===== src/rtl/rtc_bus_mux.sv =====
// RTC bus data selector and drive sequencer.
// Picks one of N write-data channels, or captures RTC read data, into a
// registered data_save word. It also sequences the drive/hold/turnaround
// window that gates the bidirectional data pins.
//
// state | meaning
// ------+-------------------------------------------------------------
// IDLE  | bus released, waiting for wr_req / rd_req
// WRITE | FPGA drives data_save onto the bus for HOLD_CYC cycles
// READ  | bus released, rd_data sampled on the last of HOLD_CYC cycles
// TURN  | one-cycle turnaround, done pulses, no requests accepted
module rtc_bus_mux #(
  parameter int W        = 8,
  parameter int N        = 4,
  parameter int SELW     = 2,
  parameter int HOLD_CYC = 2
) (
  input  logic            clk,
  input  logic            reset,
  input  logic [N*W-1:0]  wr_src,
  input  logic [SELW-1:0] wr_sel,
  input  logic            wr_req,
  input  logic            rd_req,
  input  logic [W-1:0]    rd_data,
  output logic [W-1:0]    data_save,
  output logic            drive_en,
  output logic            busy,
  output logic            done,
  output logic            err
);

  typedef enum logic [1:0] {IDLE, WRITE, READ, TURN} state_t;

  localparam int               CW       = (HOLD_CYC > 1) ? $clog2(HOLD_CYC) : 1;
  localparam logic [CW-1:0]    CNT_LAST = CW'(HOLD_CYC - 1);
  localparam int               NSEL     = 1 << SELW;
  localparam logic [SELW:0]    N_SEL    = (SELW + 1)'(N);

  state_t        state, state_d;
  logic [CW-1:0] cnt, cnt_d;
  logic [W-1:0]  data_d;
  logic          err_d;
  logic          sel_ok;
  logic [W-1:0]  ch [NSEL];

  // Unpack the flattened sources; selects beyond N read as zero and are
  // rejected anyway, so the mux never indexes past the array.
  for (genvar k = 0; k < NSEL; k++) begin : g_ch
    if (k < N) begin : g_real
      assign ch[k] = wr_src[k*W +: W];
    end else begin : g_pad
      assign ch[k] = '0;
    end
  end

  assign sel_ok = ({1'b0, wr_sel} < N_SEL);

  // Next-state, hold counter and data capture decisions.
  always_comb begin
    state_d = state;
    cnt_d   = cnt;
    data_d  = data_save;
    err_d   = 1'b0;
    case (state)
      IDLE: begin
        if (wr_req) begin
          if (sel_ok) begin
            data_d  = ch[wr_sel];
            cnt_d   = '0;
            state_d = WRITE;
          end else begin
            err_d = 1'b1;
          end
        end else if (rd_req) begin
          cnt_d   = '0;
          state_d = READ;
        end
      end
      WRITE: begin
        if (cnt == CNT_LAST) begin
          cnt_d   = '0;
          state_d = TURN;
        end else begin
          cnt_d = cnt + 1'b1;
        end
      end
      READ: begin
        if (cnt == CNT_LAST) begin
          data_d  = rd_data;
          cnt_d   = '0;
          state_d = TURN;
        end else begin
          cnt_d = cnt + 1'b1;
        end
      end
      TURN: begin
        cnt_d   = '0;
        state_d = IDLE;
      end
      default: begin
        cnt_d   = '0;
        state_d = IDLE;
      end
    endcase
  end

  // State register; outputs are decoded from the next state so they are
  // registered and aligned with the state they describe.
  always_ff @(posedge clk) begin
    if (reset) begin
      state     <= IDLE;
      cnt       <= '0;
      data_save <= '0;
      drive_en  <= 1'b0;
      busy      <= 1'b0;
      done      <= 1'b0;
      err       <= 1'b0;
    end else begin
      state     <= state_d;
      cnt       <= cnt_d;
      data_save <= data_d;
      drive_en  <= (state_d == WRITE);
      busy      <= (state_d != IDLE);
      done      <= (state_d == TURN);
      err       <= err_d;
    end
  end

endmodule


===== config.mk =====
export PLATFORM = sky130hd
export DESIGN_NAME = rtc_bus_mux
export DESIGN_NICKNAME = d
export VERILOG_FILES = /design/src/rtl/rtc_bus_mux.sv
export SDC_FILE = /design/constraint.sdc
export NUM_CORES = 1
export LEC_CHECK = 0
export ABC_CLOCK_PERIOD_IN_PS = 2400
export BUFFER_PORTS_ARGS = -buffer_cell sky130_fd_sc_hd__buf_4
export CAP_MARGIN = 20
export CORE_AREA = 2 2 50 52
export CTS_CLUSTER_SIZE = 8
export DETAILED_ROUTE_END_ITERATION = 12
export DIE_AREA = 0 0 52 54
export GPL_TIMING_DRIVEN = 0
export PLACE_DENSITY = 0.81
export SLEW_MARGIN = 20
export SYNTH_ARGS = -nofsm -noshare
export SYNTH_HDL_FRONTEND = slang
export SYNTH_SLANG_ARGS = --single-unit

===== constraint.sdc =====
create_clock -name clk -period 2.4 [get_ports clk]
set_clock_uncertainty 0.2 [all_clocks]
set_input_delay 0.12 -clock clk [delete_from_list [all_inputs] [get_ports clk]]
set_output_delay 0.12 -clock clk [all_outputs]
set_load 0.01 [all_outputs]

==> key figures <==
Synthesis
  – Post-synth top area cell: dfxtp_1
  – Synthesized instance count: 88
  – Synth unique cells: 27
  – Top post-synthesis cells by area: dfxtp_1 31%, mux2_2 20%, a222oi_1 8.9%
  – Syn_area_per_cell: 10.24 µm²
  – Yosys reg bits: 14
  – Syn Nets: 137
  – YS warnings: 0
  – Share of the synthesized area in the top cell type: 31.11%
  – Register area share after synthesis: 31.11%
  – Mapped Area: 900.9 µm²

GRT
  – First-pass GRT wire length: 3.953 mm
  – Total grt overflow: 0
  – Vias in the first global route: 933
  – GRT Overall Usage: between 10% and 20%
  – Initial antenna violation count: 0
  – Largest net degree at the start of global routing: 11

Power and ir drop
  – Leakage: roughly 0.64 nW
  – VDD IR-drop max: 0.0003854 V
  – Total power: approximately 1.1 mW
  – Pwr/cell area: 809.5 nW/µm²

Route
  – Routed len/inst: 13.81 µm
  – Highest metal layer with signal wires: met4
  – Met3 wire length: 154 µm
  – Final wirelength: 2.458 mm
  – 1st-iter DRT viols: 30
  – Via/cell ratio: between 5 and 6
  – Met2 WL: 1.302 mm
  – Vias after detailed routing: 938
  – # DRC: 0
  – Metal-1 WL: 988 µm
  – Antenna Violating Nets Remaining: 0
  – Drt pass-1 iters: 6

Outcome
  – Status: finished clean

STA
  – Tcrit/Tclk final: 80.59%
  – Final hold vios: 0
  – Slew margin rel.: 64.85%
  – Setup TNS: 0 ps
  – Min cycle time layout: just under 2000 ps
  – Actual slew at the worst max-slew pin: roughly 530 ps
  – Final worst slack: 465.9 ps
  – RSZ-0062 raised after global routing: false
  – Worst Hold Slack: 73.57 ps
  – Fmax: 0.5170 GHz
  – Fin. max-slew vios: 0
  – Final setup fails: 0

Critical path
  – Critical Path Sink Type: flip-flop
  – CP required: 2380 ps
  – Startpoint Class: flip-flop
  – Worst path arrival time: 1910 ps
  – CP Max Fanout: 10
  – Setup CP Type: reg -> reg

Layout
  – NumNets Final: 199
  – Most frequent cells in the layout: 56 x buf_4, 16 x mux2_2, 14 x dfxtp_1
  – Area grow syn2layout: 54.72%
  – Most common cell after layout, fill and taps aside: buf_4
  – Final Instance Count excl. Fillers: 178
  – Post-layout utilization of the core: 60.09%
  – Layout cells sized above 1: between 50% and 60%
  – Fillers: 205
  – Cell area after layout: 1394 µm²
  – Ant diodes: 0

Die
  – Full die area: 2808 µm²
  – Die width: 52 µm
  – Row count: 18
  – Total core area: 2320 µm²
  – Io pins: between 50 and 60
  – Starting density of the core: between 30% and 40%
  – Die Y: 54 µm

Place
  – Area after DPL: 1351 µm²
  – Dpl hpwl: 2.019 mm
  – Dpl ws: 469.3 ps
  – GP Congestion: 0.7481
  – Port Buffers: 55
  – Placed cells: 173

CTS
  – Worst-path clk slew: 70 ps
  – Clock Tree Buf Depth: 2
  – Clock latency on the worst-skew pair: 260 ps
  – CTS tree: built
  – Root Buffer: clkbuf_4
  – Clock Sinks: 14
  – Htree depth: 1
  – Hold_buf cts: 2
  – Resized Gates After CTS: 0
  – TritonCTS buffer count: 3
  – Postcts setup bufs: 0

Job
  – Max-cap viol count: 0

Worst hold path
  – Min-Delay Path Class: in -> reg
[report_power, final]
| group | switching [mW] | internal (mW) |
|---|---|---|
| clock | 0.0624 | 0.0579 |
| sequential | 0.0432 | 0.319 |
| combinational | 0.298 | 0.347 |
[critical path, stage by stage (launching register included)]
cell and delay [ps]:
dfxtp_1 310, inv_1 110, ha_1 230, buf_6 160, mux2_4 350, and2_4 170, buf_6 120, a211oi_1 200
[cells in the mapped netlist]
master,number
a211o_1,1
a211oi_1,8
a21oi_1,10
a221o_1,1
a222oi_1,8
and2_4,1
and2b_2,1
and3b_1,1
buf_1,1
buf_4,1
buf_6,3
buf_8,1
clkbuf_1,2
conb_1,1
dfxtp_1,14
ha_1,3
inv_1,2
mux2_2,16
mux2_4,1
mux2i_1,2
nand2b_1,1
nor2_1,4
nor2b_1,1
nor3_1,1
nor3b_1,1
o21ai_0,1
or3b_1,1
[worst paths after layout]
path | start | to | slack [ps] | depth (start not counted)
min | rd_data[2] | data_save[2]$_SDFFE_PP0P_ | 70 | 3
max | state[0]$_SDFF_PP0_ | data_save[6]$_SDFFE_PP0P_ | 470 | 7
min reg2reg | data_save[4]$_SDFFE_PP0P_ | data_save[4]$_SDFFE_PP0P_ | 320 | 2
max reg2reg | state[0]$_SDFF_PP0_ | data_save[6]$_SDFFE_PP0P_ | 470 | 7
[registers in the layout (all words and copies together) (netlist names)]
name,flops
busy,1
cnt,1
data_save,8
done,1
drive_en,1
state,2
[cell families (layout without fill, tap and decap cells)]
| kind of cell | Yosys count | after routing | share of synthesized area [%] |
|---|---|---|---|
| AOI/OAI and AO/OA | 29 | 29 | 23.75 |
| muxes | 19 | 19 | 23.89 |
| DFF | 14 | 14 | 31.11 |
| and+or+nand+nor | 12 | 12 | 8.334 |
| buffers and inverters | 10 | 70 | 8.333 |
| adders and majority gates | 3 | 3 | 4.167 |
| other | 1 | 1 | 0.4163 |
[metal layers]
| metal | GRT usage [%] | vias to the layer above |
|---|---|---|
| li1 | - | 467 |
| met2 | 35.86 | 43 |
| met1 | 21.44 | 426 |
| met3 | 2.778 | 2 |
| met5 | 0 | - |
| met4 | 6.140 | 0 |
[cell type report]
class | instances | area, µm² | share of cell area [%]
Tap cell | 30 | 37.54 | 2.693
Inverter | 2 | 7.507 | 0.5386
Timing Repair Buffer | 57 | 432.9 | 31.06
Clock buffer | 3 | 22.52 | 1.616
Multi-Input combinational cell | 64 | 545.5 | 39.14
Buffer | 8 | 67.56 | 4.847
Sequential cell | 14 | 280.3 | 20.11
Note: power is estimated with default switching activity, not from simulation.
